--- config.mk ---
export PLATFORM = sky130hd
export DESIGN_NAME = fios_mm_seq
export DESIGN_NICKNAME = d
export VERILOG_FILES = /design/src/rtl/fios_mm_seq.sv
export SDC_FILE = /design/constraint.sdc
export NUM_CORES = 2
export LEC_CHECK = 0
export BUFFER_PORTS_ARGS = -buffer_cell sky130_fd_sc_hd__buf_4
export CORE_ASPECT_RATIO = 1.25
export CORE_MARGIN = 1
export CORE_UTILIZATION = 35
export CTS_BUF_LIST = sky130_fd_sc_hd__clkbuf_16
export DETAILED_ROUTE_END_ITERATION = 10
export GPL_TIMING_DRIVEN = 0
export HOLD_SLACK_MARGIN = 0.02
export PLACE_DENSITY = 0.57
export RECOVER_POWER = 25
export SYNTH_ARGS = -nofsm -noshare
export SYNTH_HDL_FRONTEND = slang
export SYNTH_SLANG_ARGS = --single-unit
--- constraint.sdc ---
create_clock -name clock_i -period 31.6 [get_ports clock_i]
set_input_delay 4.74 -clock clock_i [delete_from_list [all_inputs] [get_ports clock_i]]
set_output_delay 4.74 -clock clock_i [all_outputs]
set_load 0.1 [all_outputs]
--- src/rtl/fios_mm_seq.sv ---
`default_nettype none
// ============================================================================
// fios_mm_seq : word-serial FIOS Montgomery multiplier, RES = A*B*2^(-S*W) mod P
// Revision    : 1.0
// ============================================================================
module fios_mm_seq #(
    parameter int WORD_W = 17,
    parameter int S      = 8
) (
    input  logic                clock_i,
    input  logic                reset_n_i,
    input  logic                start_i,
    input  logic [WORD_W-1:0]   p_prime_0_i,
    input  logic [S*WORD_W-1:0] a_i,
    input  logic [S*WORD_W-1:0] b_i,
    input  logic [S*WORD_W-1:0] p_i,
    output logic                busy_o,
    output logic                done_o,
    output logic [S*WORD_W-1:0] res_o
);
    localparam int W  = WORD_W;
    localparam int IW = $clog2(S);
    localparam int JW = $clog2(S + 1);
    localparam int SW = 2 * W + 1;
    localparam logic [JW-1:0] J_LAST = JW'(S);
    localparam logic [JW-1:0] K_LAST = JW'(S - 1);
    localparam logic [IW-1:0] I_LAST = IW'(S - 1);

    typedef enum logic [1:0] {
        IDLE = 2'd0,
        MUL  = 2'd1,
        SUB  = 2'd2
    } state_t;

    state_t        state;
    logic [W-1:0]  a_w   [S];
    logic [W-1:0]  b_w   [S];
    logic [W-1:0]  p_w   [S];
    logic [W-1:0]  t_w   [S];
    logic [W-1:0]  d_w   [S];
    logic [W-1:0]  res_w [S];
    logic [W-1:0]  pp;
    logic [1:0]    t_top;
    logic [W:0]    carry;
    logic [W-1:0]  m;
    logic [IW-1:0] i;
    logic [JW-1:0] j;
    logic          borrow;

    logic [IW-1:0] jidx;
    logic [W-1:0]  t_cur;
    logic [W-1:0]  a_cur;
    logic [W-1:0]  b_cur;
    logic [W-1:0]  p_cur;
    logic [W-1:0]  m_new;
    logic [W-1:0]  m_use;
    logic [W:0]    c_in;
    logic [SW-1:0] s_base;
    logic [SW-1:0] s_full;
    logic [W+1:0]  u;
    logic [W:0]    diff;
    logic          use_d;

    // One datapath serves every MUL step; step j=0 forces carry-in to 0 and uses the fresh m.
    always_comb begin
        jidx   = (j < J_LAST) ? j[IW-1:0] : '0;
        t_cur  = t_w[jidx];
        a_cur  = a_w[jidx];
        p_cur  = p_w[jidx];
        b_cur  = b_w[i];
        c_in   = (j == '0) ? '0 : carry;
        s_base = SW'(t_cur) + SW'(a_cur) * SW'(b_cur) + SW'(c_in);
        m_new  = s_base[W-1:0] * pp;
        m_use  = (j == '0) ? m_new : m;
        s_full = s_base + SW'(m_use) * SW'(p_cur);
        u      = (W+2)'(t_top) + (W+2)'(carry);
        diff   = {1'b0, t_cur} - {1'b0, p_cur} - (W+1)'(borrow);
        use_d  = (t_top != 2'd0) || !diff[W];
    end

    always_ff @(posedge clock_i or negedge reset_n_i) begin
        if (!reset_n_i) begin
            state  <= IDLE;
            busy_o <= 1'b0;
            done_o <= 1'b0;
            pp     <= '0;
            t_top  <= '0;
            carry  <= '0;
            m      <= '0;
            i      <= '0;
            j      <= '0;
            borrow <= 1'b0;
            for (int k = 0; k < S; k++) begin
                a_w[k]   <= '0;
                b_w[k]   <= '0;
                p_w[k]   <= '0;
                t_w[k]   <= '0;
                d_w[k]   <= '0;
                res_w[k] <= '0;
            end
        end else begin
            done_o <= 1'b0;
            case (state)
                IDLE: begin
                    if (start_i) begin
                        for (int k = 0; k < S; k++) begin
                            a_w[k] <= a_i[k*W +: W];
                            b_w[k] <= b_i[k*W +: W];
                            p_w[k] <= p_i[k*W +: W];
                            t_w[k] <= '0;
                        end
                        pp     <= p_prime_0_i;
                        t_top  <= '0;
                        carry  <= '0;
                        m      <= '0;
                        i      <= '0;
                        j      <= '0;
                        state  <= MUL;
                        busy_o <= 1'b1;
                    end
                end
                MUL: begin
                    if (j == '0) begin
                        m     <= m_new;
                        carry <= s_full[2*W:W];
                        j     <= j + 1'b1;
                    end else if (j != J_LAST) begin
                        t_w[IW'(j - 1'b1)] <= s_full[W-1:0];
                        carry <= s_full[2*W:W];
                        j     <= j + 1'b1;
                    end else begin
                        t_w[S-1] <= u[W-1:0];
                        t_top    <= u[W+1:W];
                        j        <= '0;
                        if (i == I_LAST) begin
                            i      <= '0;
                            borrow <= 1'b0;
                            state  <= SUB;
                        end else begin
                            i <= i + 1'b1;
                        end
                    end
                end
                SUB: begin
                    d_w[jidx] <= diff[W-1:0];
                    borrow    <= diff[W];
                    if (j == K_LAST) begin
                        // T < 2P, so either T or T-P is the reduced result.
                        for (int k = 0; k < S; k++) begin
                            res_w[k] <= use_d ? d_w[k] : t_w[k];
                        end
                        res_w[S-1] <= use_d ? diff[W-1:0] : t_w[S-1];
                        j      <= '0;
                        state  <= IDLE;
                        busy_o <= 1'b0;
                        done_o <= 1'b1;
                    end else begin
                        j <= j + 1'b1;
                    end
                end
                default: begin
                    state  <= IDLE;
                    busy_o <= 1'b0;
                end
            endcase
        end
    end

    for (genvar g = 0; g < S; g++) begin : g_res
        assign res_o[g*W +: W] = res_w[g];
    end

endmodule
`default_nettype wire

* Word-level counts from Yosys, hierarchy flattened
Index checks and enable logic that the tools add are counted.
** Word-level totals
- Bits of input ports :: 428
- Output and inout port bits :: 138
- Word-level logic and storage cells :: 182
- Register bits after elaboration :: 882
** Operators by class
- Magnitude comparators :: 6
- Multipliers :: 3
- Reductions and logical operators :: 21
- Bitwise gates (word level) :: 4
- Muxes and demuxes :: 69
- Equal/unequal tests :: 12
- $add $sub $neg :: 9
** Operators by type and width (number)
- 17-bit 2-to-1 mux :: 21
- 136-bit bitwise mux :: 2
- 136-bit 2-to-1 mux :: 2
- 136-bit case mux with 2 select lines :: 1
- 17-bit binary-select mux with 3-bit select :: 4
- 119-bit 2-to-1 mux :: 1
- 17-bit demux with 3-bit select :: 2
- 18-bit 2-to-1 mux :: 4
- 17-bit by 17-bit multiplier with 34-bit output :: 2
- 18-bit case mux with 2 select lines :: 1
- 17-bit by 34-bit adder with 35-bit output :: 1
- 35-bit by 18-bit adder with 35-bit output :: 1
- 35-bit by 34-bit adder with 35-bit output :: 1
- 17-bit case mux with 2 select lines :: 1
- 2-bit by 18-bit adder with 19-bit output :: 1
- 17-bit by 17-bit subtractor with 18-bit output :: 1
- 18-bit by 1-bit subtractor with 18-bit output :: 1
- 17-bit by 17-bit multiplier with 17-bit output :: 1
- 2-bit 2-to-1 mux :: 8
- 4-bit 2-to-1 mux :: 4
- 3-bit 2-to-1 mux :: 5
- 4-bit greater-or-equal comparator (second input constant) :: 3
- 2-bit inequality test (second input constant) :: 6
- 3-bit inverter with 4-bit output :: 3
- 30 further kinds :: 47

* Depth between registers and ports, before layout
- Word-level depth :: 17
- Mapped depth :: 74
- Gate-level depth less buffers :: 68

* Worst setup path after synthesis
No wires, ideal clock.
- Kind :: register to register
- Start :: reg j[0]
- End :: reg carry[16]
- Stages on the path, launching flop included :: 65
- Setup slack :: 13.586 ns
- Arrival :: 17.898 ns
- Data required time :: 31.484 ns
- Clock period less this slack :: 18.014 ns
- Path through :: dfrtp_1 buf_2 nand2b_1 buf_2 clkbuf_1 clkbuf_1 clkbuf_1 clkbuf_1 buf_1 mux2i_1 o22ai_1 nor3_1 fa_1 fa_1 fa_1 fa_1 fa_1 fa_1 [... 29 more ...] fa_1 fa_1 fa_1 inv_1 fa_1 inv_1 fa_1 inv_1 ha_1 a21o_1 a21o_1 a21oi_1 and4_1 a22oi_1 a211oi_1 o31ai_1 nand3_1 o311ai_0
** On the way
- Word-level cells in the longest chain between the ends :: 16
- Elaborated cells between the ends (all ways) :: 27
** RTL lines
- from (decl) :: line 47 : logic [JW-1:0] j;
- from (signal assigned) :: line 126 : j <= j + 1'b1;
- from (signal assigned) :: line 130 : j <= j + 1'b1;
- from (signal assigned) :: line 158 : j <= j + 1'b1;
- 4-bit less-than comparator :: line 66 : jidx = (j < J_LAST) ? j[IW-1:0] : '0;
- 3-bit 2-to-1 mux :: line 66
- 3-bit inverter with 4-bit output (implied by the code) :: line 67, 68, 69
- 17-bit binary-select mux with 3-bit select :: line 68 : a_cur = a_w[jidx];
- 17-bit 2-to-1 mux (implied by the code) (2 in a row) :: line 68
- 17-bit by 17-bit multiplier with 34-bit output :: line 72 : s_base = SW'(t_cur) + SW'(a_cur) * SW'(b_cur) + SW'(c_in);
- 17-bit by 34-bit adder with 35-bit output :: line 72
- 35-bit by 18-bit adder with 35-bit output :: line 72
- 17-bit by 17-bit multiplier with 17-bit output :: line 73 : m_new = s_base[W-1:0] * pp;
- 17-bit 2-to-1 mux
- 17-bit by 17-bit multiplier with 34-bit output :: line 75 : s_full = s_base + SW'(m_use) * SW'(p_cur);
- 35-bit by 34-bit adder with 35-bit output :: line 75
- 18-bit 2-to-1 mux :: line 127 : end else if (j != J_LAST) begin
- 18-bit 2-to-1 mux :: line 123 : if (j == '0) begin
- 18-bit case mux with 2 select lines :: line 103 : case (state)
- to (signal assigned) :: line 125 : carry <= s_full[2*W:W];
- to (signal assigned) :: line 129 : carry <= s_full[2*W:W];
- to (decl) :: line 44 : logic [W:0] carry;
Several ways; a longest one is shown, not always the timed one. The select of a mux whose other input is x is not followed.
A chain may end at the register's enable or synchronous reset.

* Final worst setup path
- Start :: reg j[3]
- End :: reg carry[16]
The elaborated chain is that of the path after synthesis.

==> run_results.csv <==
group,metric,value,unit
run_status,outcome,"complete, but fails checks",
run_status,violations,"max-capacitance violations, max-slew violations",
setup_path,crit_fanout,10,
synth,ys_seq_area_share,34.31,%
floorplanning,dieArea,182000,µm²
synth,synthMuxAreaShare,10.33,%
place,placed_cell_area,71400,µm²
clocking,post_cts_buffers,0,
place,place.gp.congestion,1.002,
timing,timing.final.crit_share,76.70,%
grt,grt_pass1_vias,51385,
layout,fill_cells,17526,
clocking,cts.sinks,865,
setup_path,slowest_delay,1180,ps
setup_path,cpMaxStageDelayCell,"nor3_1",
synth,synth_common_cells,"937 x inv_1, 865 x dfrtp_1, 803 x nand2_1",
floorplanning,die_x,381.8,µm
synth,synth-xor-area-share,1.828,%
floorplanning,start_util,35.38,%
grt,antenna_found_initial,26,
timing,fmax,41.26,MHz
synth,ys_seq_elements,865,
layout,layout-drive-gt1-share,19.59,%
clocking,holdBufCountCts,0,
timing,slew_violations,555,
layout,areaGrowthSynthToFinish,17.98,%
synth,yosysWarnings,0,
synth,synth_async_sr_flop_share,100.0,%
layout,final_nets,8184,
timing,worstMarginPinSlew,6445,ps
synth,ys.flop_type,"dfrtp_1",
place,dp_hpwl,195.8,mm
timing,rsz0062_at_grt,"false",
timing,setup-tns-final,0,ps
routing,viasPerCell,5.336,
routing,drt_iter0_markers,4309,
layout,final_area,74440,µm²
routing,drt_wl_total,240.9,mm
routing,first_pass_iters,7,
floorplanning,io_pins,566,
routing,vias,49510,
clocking,cts_resized,0,
setup_path,crit_top_cell,"fa_1",
synth,syn-instance-count,6110,
job,cap_violations,8,
timing,finalSetupViolations,0,
synth,synth_top_family_by_area,"adder cells",
synth,ys_top_cells_by_area,"dfrtp_1 34%, fa_1 20%, mux2_2 8.3%, ha_1 6.3%, inv_1 5.6%",
synth,yosys.area_share.adder,25.82,%
setup_path,critical-path-top-delay-family,"adder cells",
timing,setup_slack,7364,ps
setup_path,start_kind,"flip-flop",
grt,grt_max_degree,121,
clocking,ctsHtreeMaxLevel,3,
grt,grt_pass1_wl,349.6,mm
routing,wl_per_cell,25.96,µm
synth,syn-cell-area,63100,µm²
synth,synth_compound_area_share,9.709,%
setup_path,critPathBufInv,15,
clocking,cts_buffer_depth,3,
place,place_ws,7905,ps
timing,finClkSkew,59.26,ps
clocking,cts_root_buf,"clkbuf_16",
synth,synth_most_common_cell,"inv_1",
routing,postRouteAntennaNets,0,
synth,synth_top_area_share,34.31,%
grt,overflow,0,
setup_path,endpoint_kind,"flip-flop",
timing,hold_viol,0,
floorplanning,coreArea,178400,µm²
hold_path,worstHoldPathType,"flip-flop to flip-flop",
timing,period_needed,24240,ps
timing,fin_hold_ws,479.7,ps
synth,yosysTopAreaCell,"dfrtp_1",
timing,max_slew_margin,-329.7,%
floorplanning,die_h,476.7,µm
grt,grt_usage,26.29,%
setup_path,crit_type,"flip-flop to flip-flop",
clocking,cts_tree,"built",
clocking,numCtsBuffers,94,
synth,synthSimpleGateAreaFrac,10.43,%
synth,synth.net_count,7471,
synth,synth_edf_count,0,
place,numPortBuffers,565,
synth,synth.distinct_cells,80,
floorplanning,std_cell_rows,173,
synth,syn_avg_cell_area,10.33,µm²
clocking,clk_latency,750,ps
routing,drcViolationCount,0,
clocking,clk_pin_slew,60,ps
setup_path,worstPathArrival,24870,ps
setup_path,required,32230,ps
## layout by cell type (no fill, tap or decap), drive strengths merged, types with 112 or more instances in the layout
master  Yosys  final
inv       938    965
clkbuf    258    361
a21oi     162    162
nor2      334    334
buf        53    662
a22o      112    112
dfrtp     865    865
nand2     803    803
mux2      469    469
and2      114    114
a222oi    120    120
ha        318    318
o21ai     198    198
fa        615    615
## per-stage QoR
| step | utilization [%] | cells |
|---|---|---|
| floorplan | - | 6110 |
| global placement | 39.41 | 9037 |
| detailed placement | 40.03 | 9089 |
| CTS | 41.78 | 9258 |
| global route | 41.73 | 9274 |
| finish | 41.74 | 9278 |
## cell type report
cell class / instances / area (µm²) / share of cell area (%)
Timing Repair Buffer: 617 / 4848 / 6.513
Sequential cell: 865 / 21650 / 29.08
Tap cell: 2362 / 2955 / 3.970
Antenna cell: 20 / 50.05 / 0.06723
Inverter: 947 / 3555 / 4.775
Clock buffer: 95 / 2377 / 3.194
Buffer: 311 / 1230 / 1.652
Clock inverter: 74 / 730.7 / 0.9816
Multi-Input combinational cell: 3987 / 37050 / 49.77
## worst min-delay path, stage by stage (launching register included)
cell and delay, ps:
dfrtp_1 340, nand2_1 40, o21ai_0 60
## state kept, by name (all words and copies together), names as in the netlist, 2 cells and up
register,cells
j,4
d_w,119
b_w,136
i,3
res_o,136
t_top,2
p_w,136
carry,18
a_w,136
t_w,136
state,2
m,17
pp,17
## cells by family after synthesis
group	count (synthesis)
and+or+nand+nor	1505
buffers and inverters	1258
adders and majority gates	933
AOI/OAI and AO/OA	872
DFF	865
muxes	550
xor gates and xnor gates	127
## path summary, 6_finish.rpt
check / startpoint / end / slack (ps) / depth (start not counted)
max: j[3]$_DFFE_PN0P_ / carry[16]$_DFFE_PN0P_ / 7360 / 64
max reg2reg: j[3]$_DFFE_PN0P_ / carry[16]$_DFFE_PN0P_ / 7360 / 64
min reg2reg: d_w[79]$_DFFE_PN0P_ / d_w[79]$_DFFE_PN0P_ / 480 / 2
max in group asynchronous: reset_n_i / a_w[58]$_DFFE_PN0P_ / 16650 / 3
min: d_w[79]$_DFFE_PN0P_ / d_w[79]$_DFFE_PN0P_ / 480 / 2
min in group asynchronous: reset_n_i / res_o[79]$_DFFE_PN0P_ / 4960 / 1
## layer usage
metal | vias to the layer above | track usage (%) | part of all wire (%)
li1 | 21559 | - | -
met1 | 25433 | 31.98 | 39
met2 | 1995 | 43.69 | 48
met3 | 513 | 4.723 | 6.8
met4 | 10 | 15.00 | 6.3
met5 | - | 0 | 0.026
Power is left out: the tool's default activity adds up to more than one toggle a clock period on the data nets, which glitch-free logic cannot reach.
